## src/rtl/kl_arb2.sv

```systemverilog
// Two-requester KLink arbiter: round-robin TX grant locked for a whole burst,
// requester index carried in ID bit 4, RX responses steered back by that bit.
module kl_arb2 #(
    parameter logic RR_INIT         = 1'b0,
    parameter int   MAX_BURST_WIDTH = 4
) (
    input  logic        clk,
    input  logic        rst,

    input  logic [31:0] m0_tx_addr,
    input  logic        m0_tx_den,
    input  logic [63:0] m0_tx_data,
    input  logic [2:0]  m0_tx_size,
    input  logic [3:0]  m0_tx_id,
    input  logic        m0_tx_valid,
    output logic        m0_tx_ready,

    input  logic [31:0] m1_tx_addr,
    input  logic        m1_tx_den,
    input  logic [63:0] m1_tx_data,
    input  logic [2:0]  m1_tx_size,
    input  logic [3:0]  m1_tx_id,
    input  logic        m1_tx_valid,
    output logic        m1_tx_ready,

    output logic [31:0] m0_rx_addr,
    output logic [63:0] m0_rx_data,
    output logic        m0_rx_den,
    output logic [2:0]  m0_rx_size,
    output logic [3:0]  m0_rx_id,
    output logic        m0_rx_valid,
    input  logic        m0_rx_ready,

    output logic [31:0] m1_rx_addr,
    output logic [63:0] m1_rx_data,
    output logic        m1_rx_den,
    output logic [2:0]  m1_rx_size,
    output logic [3:0]  m1_rx_id,
    output logic        m1_rx_valid,
    input  logic        m1_rx_ready,

    output logic [31:0] kl_tx_addr,
    output logic        kl_tx_den,
    output logic [63:0] kl_tx_data,
    output logic [2:0]  kl_tx_size,
    output logic [4:0]  kl_tx_id,
    output logic        kl_tx_valid,
    input  logic        kl_tx_ready,

    input  logic [31:0] kl_rx_addr,
    input  logic [63:0] kl_rx_data,
    input  logic        kl_rx_den,
    input  logic [2:0]  kl_rx_size,
    input  logic [4:0]  kl_rx_id,
    input  logic        kl_rx_valid,
    output logic        kl_rx_ready
);
    localparam int BW = MAX_BURST_WIDTH + 1;

    typedef enum logic {ST_IDLE = 1'b0, ST_GRANT = 1'b1} state_t;

    state_t          state_reg, state_next;
    logic            grant_reg, grant_next;
    logic            last_gnt_reg, last_gnt_next;
    logic            first_reg, first_next;
    logic [BW-1:0]   beats_left_reg, beats_left_next;

    logic [31:0]     req_addr  [2];
    logic            req_den   [2];
    logic [63:0]     req_data  [2];
    logic [2:0]      req_size  [2];
    logic [3:0]      req_id    [2];
    logic [1:0]      req_valid;
    logic [1:0]      tx_ready_vec;
    logic [1:0]      rx_valid_vec;
    logic [1:0]      rx_ready_vec;
    logic [BW-1:0]   first_beats;
    logic            rx_sel;

    // Beats in a transaction; anything without data, or narrower than a beat, is one beat.
    function automatic logic [BW-1:0] burst_beats(input logic den, input logic [2:0] size);
        logic [7:0] bytes;
        logic [7:0] beats;
        bytes = 8'd1 << size;
        beats = bytes >> 3;
        if (!den || beats == 8'd0) begin
            return BW'(1);
        end
        return BW'(beats);
    endfunction

    assign req_addr[0]  = m0_tx_addr;
    assign req_den[0]   = m0_tx_den;
    assign req_data[0]  = m0_tx_data;
    assign req_size[0]  = m0_tx_size;
    assign req_id[0]    = m0_tx_id;
    assign req_valid[0] = m0_tx_valid;
    assign req_addr[1]  = m1_tx_addr;
    assign req_den[1]   = m1_tx_den;
    assign req_data[1]  = m1_tx_data;
    assign req_size[1]  = m1_tx_size;
    assign req_id[1]    = m1_tx_id;
    assign req_valid[1] = m1_tx_valid;

    // The fields are muxed unconditionally; only kl_tx_valid qualifies them.
    assign kl_tx_addr = req_addr[grant_reg];
    assign kl_tx_den  = req_den[grant_reg];
    assign kl_tx_data = req_data[grant_reg];
    assign kl_tx_size = req_size[grant_reg];
    assign kl_tx_id   = {grant_reg, req_id[grant_reg]};

    assign first_beats = burst_beats(kl_tx_den, kl_tx_size);

    always_ff @(posedge clk) begin
        if (rst) begin
            state_reg      <= ST_IDLE;
            grant_reg      <= 1'b0;
            last_gnt_reg   <= RR_INIT;
            first_reg      <= 1'b1;
            beats_left_reg <= '0;
        end else begin
            state_reg      <= state_next;
            grant_reg      <= grant_next;
            last_gnt_reg   <= last_gnt_next;
            first_reg      <= first_next;
            beats_left_reg <= beats_left_next;
        end
    end

    always_comb begin
        state_next      = state_reg;
        grant_next      = grant_reg;
        last_gnt_next   = last_gnt_reg;
        first_next      = first_reg;
        beats_left_next = beats_left_reg;
        kl_tx_valid     = 1'b0;
        case (state_reg)
            ST_IDLE: begin
                if (req_valid != 2'b00) begin
                    state_next = ST_GRANT;
                    first_next = 1'b1;
                    grant_next = (req_valid == 2'b11) ? ~last_gnt_reg : req_valid[1];
                end
            end
            ST_GRANT: begin
                kl_tx_valid = req_valid[grant_reg];
                if (kl_tx_valid && kl_tx_ready) begin
                    if (first_reg) begin
                        if (first_beats == BW'(1)) begin
                            state_next    = ST_IDLE;
                            last_gnt_next = grant_reg;
                        end else begin
                            beats_left_next = first_beats - BW'(1);
                            first_next      = 1'b0;
                        end
                    end else begin
                        beats_left_next = beats_left_reg - BW'(1);
                        if (beats_left_reg == BW'(1)) begin
                            state_next    = ST_IDLE;
                            last_gnt_next = grant_reg;
                        end
                    end
                end
            end
            default: state_next = ST_IDLE;
        endcase
    end

    // Response routing carries no state: ID bit 4 alone picks the owner.
    assign rx_sel          = kl_rx_id[4];
    assign rx_ready_vec[0] = m0_rx_ready;
    assign rx_ready_vec[1] = m1_rx_ready;
    assign kl_rx_ready     = rx_ready_vec[rx_sel];

    generate
        for (genvar gi = 0; gi < 2; gi++) begin : g_req
            assign tx_ready_vec[gi] = (state_reg == ST_GRANT) && (grant_reg == 1'(gi)) && kl_tx_ready;
            assign rx_valid_vec[gi] = kl_rx_valid && (rx_sel == 1'(gi));
        end
    endgenerate

    assign m0_tx_ready = tx_ready_vec[0];
    assign m1_tx_ready = tx_ready_vec[1];
    assign m0_rx_valid = rx_valid_vec[0];
    assign m1_rx_valid = rx_valid_vec[1];

    assign m0_rx_addr = kl_rx_addr;
    assign m0_rx_data = kl_rx_data;
    assign m0_rx_den  = kl_rx_den;
    assign m0_rx_size = kl_rx_size;
    assign m0_rx_id   = kl_rx_id[3:0];
    assign m1_rx_addr = kl_rx_addr;
    assign m1_rx_data = kl_rx_data;
    assign m1_rx_den  = kl_rx_den;
    assign m1_rx_size = kl_rx_size;
    assign m1_rx_id   = kl_rx_id[3:0];

endmodule
```

## config.mk

```make
export PLATFORM = sky130hd
export DESIGN_NAME = kl_arb2
export DESIGN_NICKNAME = d
export VERILOG_FILES = /design/src/rtl/kl_arb2.sv
export SDC_FILE = /design/constraint.sdc
export NUM_CORES = 1
export LEC_CHECK = 0
export CAP_MARGIN = 20
export CORE_AREA = 4 4 245 247
export CTS_BUF_LIST = sky130_fd_sc_hd__clkbuf_2 sky130_fd_sc_hd__clkbuf_4 sky130_fd_sc_hd__clkbuf_8
export DETAILED_ROUTE_END_ITERATION = 8
export DIE_AREA = 0 0 249 251
export REMOVE_ABC_BUFFERS = 1
export SLEW_MARGIN = 10
export SYNTH_ARGS = -nofsm -noshare
export SYNTH_HDL_FRONTEND = slang
export SYNTH_SLANG_ARGS = --single-unit
```

## constraint.sdc

```tcl
create_clock -name clk -period 4.5 [get_ports clk]
set_clock_uncertainty 0.1 [all_clocks]
set_input_delay 0.675 -clock clk [delete_from_list [all_inputs] [get_ports clk]]
set_output_delay 0.675 -clock clk [all_outputs]
set_load 0.02 [all_outputs]
```

==> results.md <==
* Clk Latency, worst-skew pair at between 200 and 250 ps
* Worst setup EP type: output pin
* Adder-Cell Fraction of Synth Area at 0.0139
* Arrival @ worst endpoint at around 2600 ps
* Run status: finished clean
* Lkg Pwr at 0.00197 uW
* Fmax at ~300 MHz
* Postcts setup bufs at 0
* Post-synthesis mux area share at 0.337
* Seq/Total Area, Yosys at 0.0501
* Area grow syn2layout at 73.5%
* H-tree depth at 1
* Fin nets at around 860
* GRT Total Usage at 0.162
* CP bufs+invs at 2
* Vias per inst at roughly 3
* Worst R2R Setup Slack at between 1500 and 2000 ps
* Routability-driven placement congestion ratio at between 0.8 and 0.9
* Worst reg2reg endpoint: last_gnt_reg$_SDFFE_PP0P_
* Slew headroom at 0.566
* Die W at about 250 microns
* DP HPWL at slightly below 50000 microns
* Worst Hold Class: flop to flop
* Grt ovf at 0
* Crit path kind: flop to output pin
* Post-CTS resize count at 0
* Initial antenna violation count at 21
* Period minus WS final at about 3300 ps
* RSZ-0062 raised after global routing: no
* Post-Synthesis Cells at roughly 420
* Clock Sink Count at 9
* Slowest stage delay, CP at 750 ps
* Synth Area in XOR/XNOR at 0
* DR vias at roughly 4.0k
* DIE HEIGHT at roughly 250 microns
* Site Rows at 88
* Top Layer Used: met5
* Hold buffers post-CTS at 0
* CTS tree: done
* Dominant synthesized flop cell: dfxtp_1
* First-pass GRT wire length at about 63000 microns
* Netlist Area Pre-Place at 3590 sq um
* CP top delay family: buffers and inverters
* Yosys warning count at 0
* DRT Pass-1 Iters at 4
* Met3 WL at about 15000 microns
* Die area at approximately 62000 sq um
* Met2 Wirelength at roughly 21000 microns
* Most common cell after layout, fill and taps aside: clkdlybuf4s50_1
* Residual DRC count at 0
* Max FO, Critical Path at 71
* Clock buffer depth at 2
* Clock root buffer: clkbuf_8
* Hold Violations, Final at 0
* Initial DRC count at 175
* Vias in the first global route at between 4k and 5k
* WP data required at around 3700 ps
* Crit-path slowest cell: dfxtp_4
* Final WL at roughly 54000 microns
* Post-DRT Antenna Nets at 0
* Final core utilization at 0.108
* Post-placement cell area at between 6000 and 7000 sq um
* Hold path depth at 2
* Num ports at between 600 and 700
* Worst-margin pin slew at ~650 ps
* Worst r2r src: grant_reg$_SDFFE_PP0P_
* Most frequent cells in the layout: clkdlybuf4s50_1 (327), mux2_2 (105), a211oi_1 (8), dfxtp_1 (8)
* Clock Pin Slew Worst Setup and Hold Paths at around 50 ps
* Layout cells sized above 1 at 0.219
* # setup viols final at 0
* Compound-gate portion of the synthesized area at 0.0592
* Hold endpoint: last_gnt_reg$_SDFFE_PP0P_
* Post-synthesis register bit count at 9
* Port Buffers at about 330
* Drt wl/cell at approximately 41 microns
* CTS Buf Count at 3
* Maxcap violations at 0
* FF-to-FF path depth at 9
* Pins Over Slew Limit at 0
* Distinct cells, synth at slightly above 40
* Asr flop ratio synth at 0
* IR drop worst, VDD at 0.000183 V
* Largest family of logic cells by synthesized area: buffers and inverters
* DRT met1 WL at 16400 microns
* Crit path cell chain: buf_12 -> mux2_2 -> clkdlybuf4s50_1
* Post-synth EDFFs at 0
* Power density over the cells at around 140 nW/um^2
* Post-synthesis simple-gate area fraction at 0.0682
* Largest net degree at the start of global routing at 72
* Min-delay src: last_gnt_reg$_SDFFE_PP0P_
* Startpoint Class: flop
* Max reg flops at 5
* Final Cycle Share at 0.738
* Initial cell density of the core at 0.0624
* Final Cell Area at roughly 6200 sq um
* Synth Area per Inst at 8.50 sq um
* Core area at 57600 sq um
==> stage by stage <==
stage	hold slack, ps	worst slack [ps]	TNS, ps	total power [uW]	instances
global route	405	1070	0	933	1295
detailed placement	375	1250	0	798	1290
finish	391	1180	0	893	1297
CTS	394	1160	0	901	1294
global placement	365	1260	0	795	1290
floorplan	348	-341	-2190	370	197
==> cell type report <==
class / count / area, sq um
Sequential cell: 9 / 184
Antenna cell: 3 / 7.51
Fill cell: 6653 / 51400
Timing Repair Buffer: 328 / 3290
Clock buffer: 3 / 41.3
Inverter: 7 / 26.3
Tap cell: 765 / 957
Clock inverter: 1 / 5.00
Multi-Input combinational cell: 181 / 1720
==> cell families after synthesis <==
family	Yosys count
adders and majority gates	4
AOI/OAI and AO/OA	28
and+or+nand+nor	41
muxes	108
DFF	9
buffers and inverters	233
==> cell usage after synthesis, types with 2 or more instances <==
master    instances  area [sq um]
dfxtp_1           9           180
nand3_1           3          15.0
mux2_2          105          1180
mux2i_1           3          30.0
nor2_1            7          26.3
clkbuf_1          3          11.3
nand2_1           6          22.5
buf_6             2          22.5
a211oi_1          8          60.1
nor3b_1           3          22.5
nor3_1            4          20.0
buf_4           209          1570
ha_1              4          50.1
nand4_1           2          12.5
a21oi_1           2          10.0
nand2b_1          2          12.5
o211ai_1          2          15.0
buf_2            10          50.1
o32ai_1           3          26.3
and2_1            3          18.8
nor2b_1           3          18.8
o21ai_0           5          25.0
inv_1             7          26.3
==> tightest hold or removal path, stage by stage (launching register included) <==
cell      delay [ps]
dfxtp_1          310
nand2b_1          70
mux2i_1           60
==> per-layer routing <==
metal | GRT usage | vias to the layer above
met5 | 0.0835 | -
met4 | 0.0167 | 36
met3 | 0.211 | 62
met2 | 0.229 | 793
met1 | 0.144 | 1641
li1 | - | 1447
==> worst max-delay path by stage <==
stage	start	endpoint	slack [ps]	cells past startpoint
6_report	grant_reg$_SDFFE_PP0P_	kl_tx_addr[2]	1180	3
5_1_grt	grant_reg$_SDFFE_PP0P_	kl_tx_data[12]	1070	3
4_1_cts	grant_reg$_SDFFE_PP0P_	kl_tx_data[12]	1160	3
3_5_place_dp	m0_tx_size[2]	kl_tx_size[2]	1250	3
3_3_place_gp	m0_tx_size[2]	kl_tx_size[2]	1260	3
2_1_floorplan	grant_reg$_SDFFE_PP0P_	beats_left_reg[2]$_SDFFE_PP0P_	-340	8
==> report_power, final <==
group / switching (uW) / leakage, uW / total, uW / internal (uW)
Combinational: 288 / 0.00187 / 695 / 407
Clock: 38.7 / 0.0000255 / 99.5 / 60.8
Sequential: 15.9 / 0.0000739 / 98.6 / 82.7
Total: 343 / 0.00197 / 893 / 551
(Power assumes the default switching activity.)
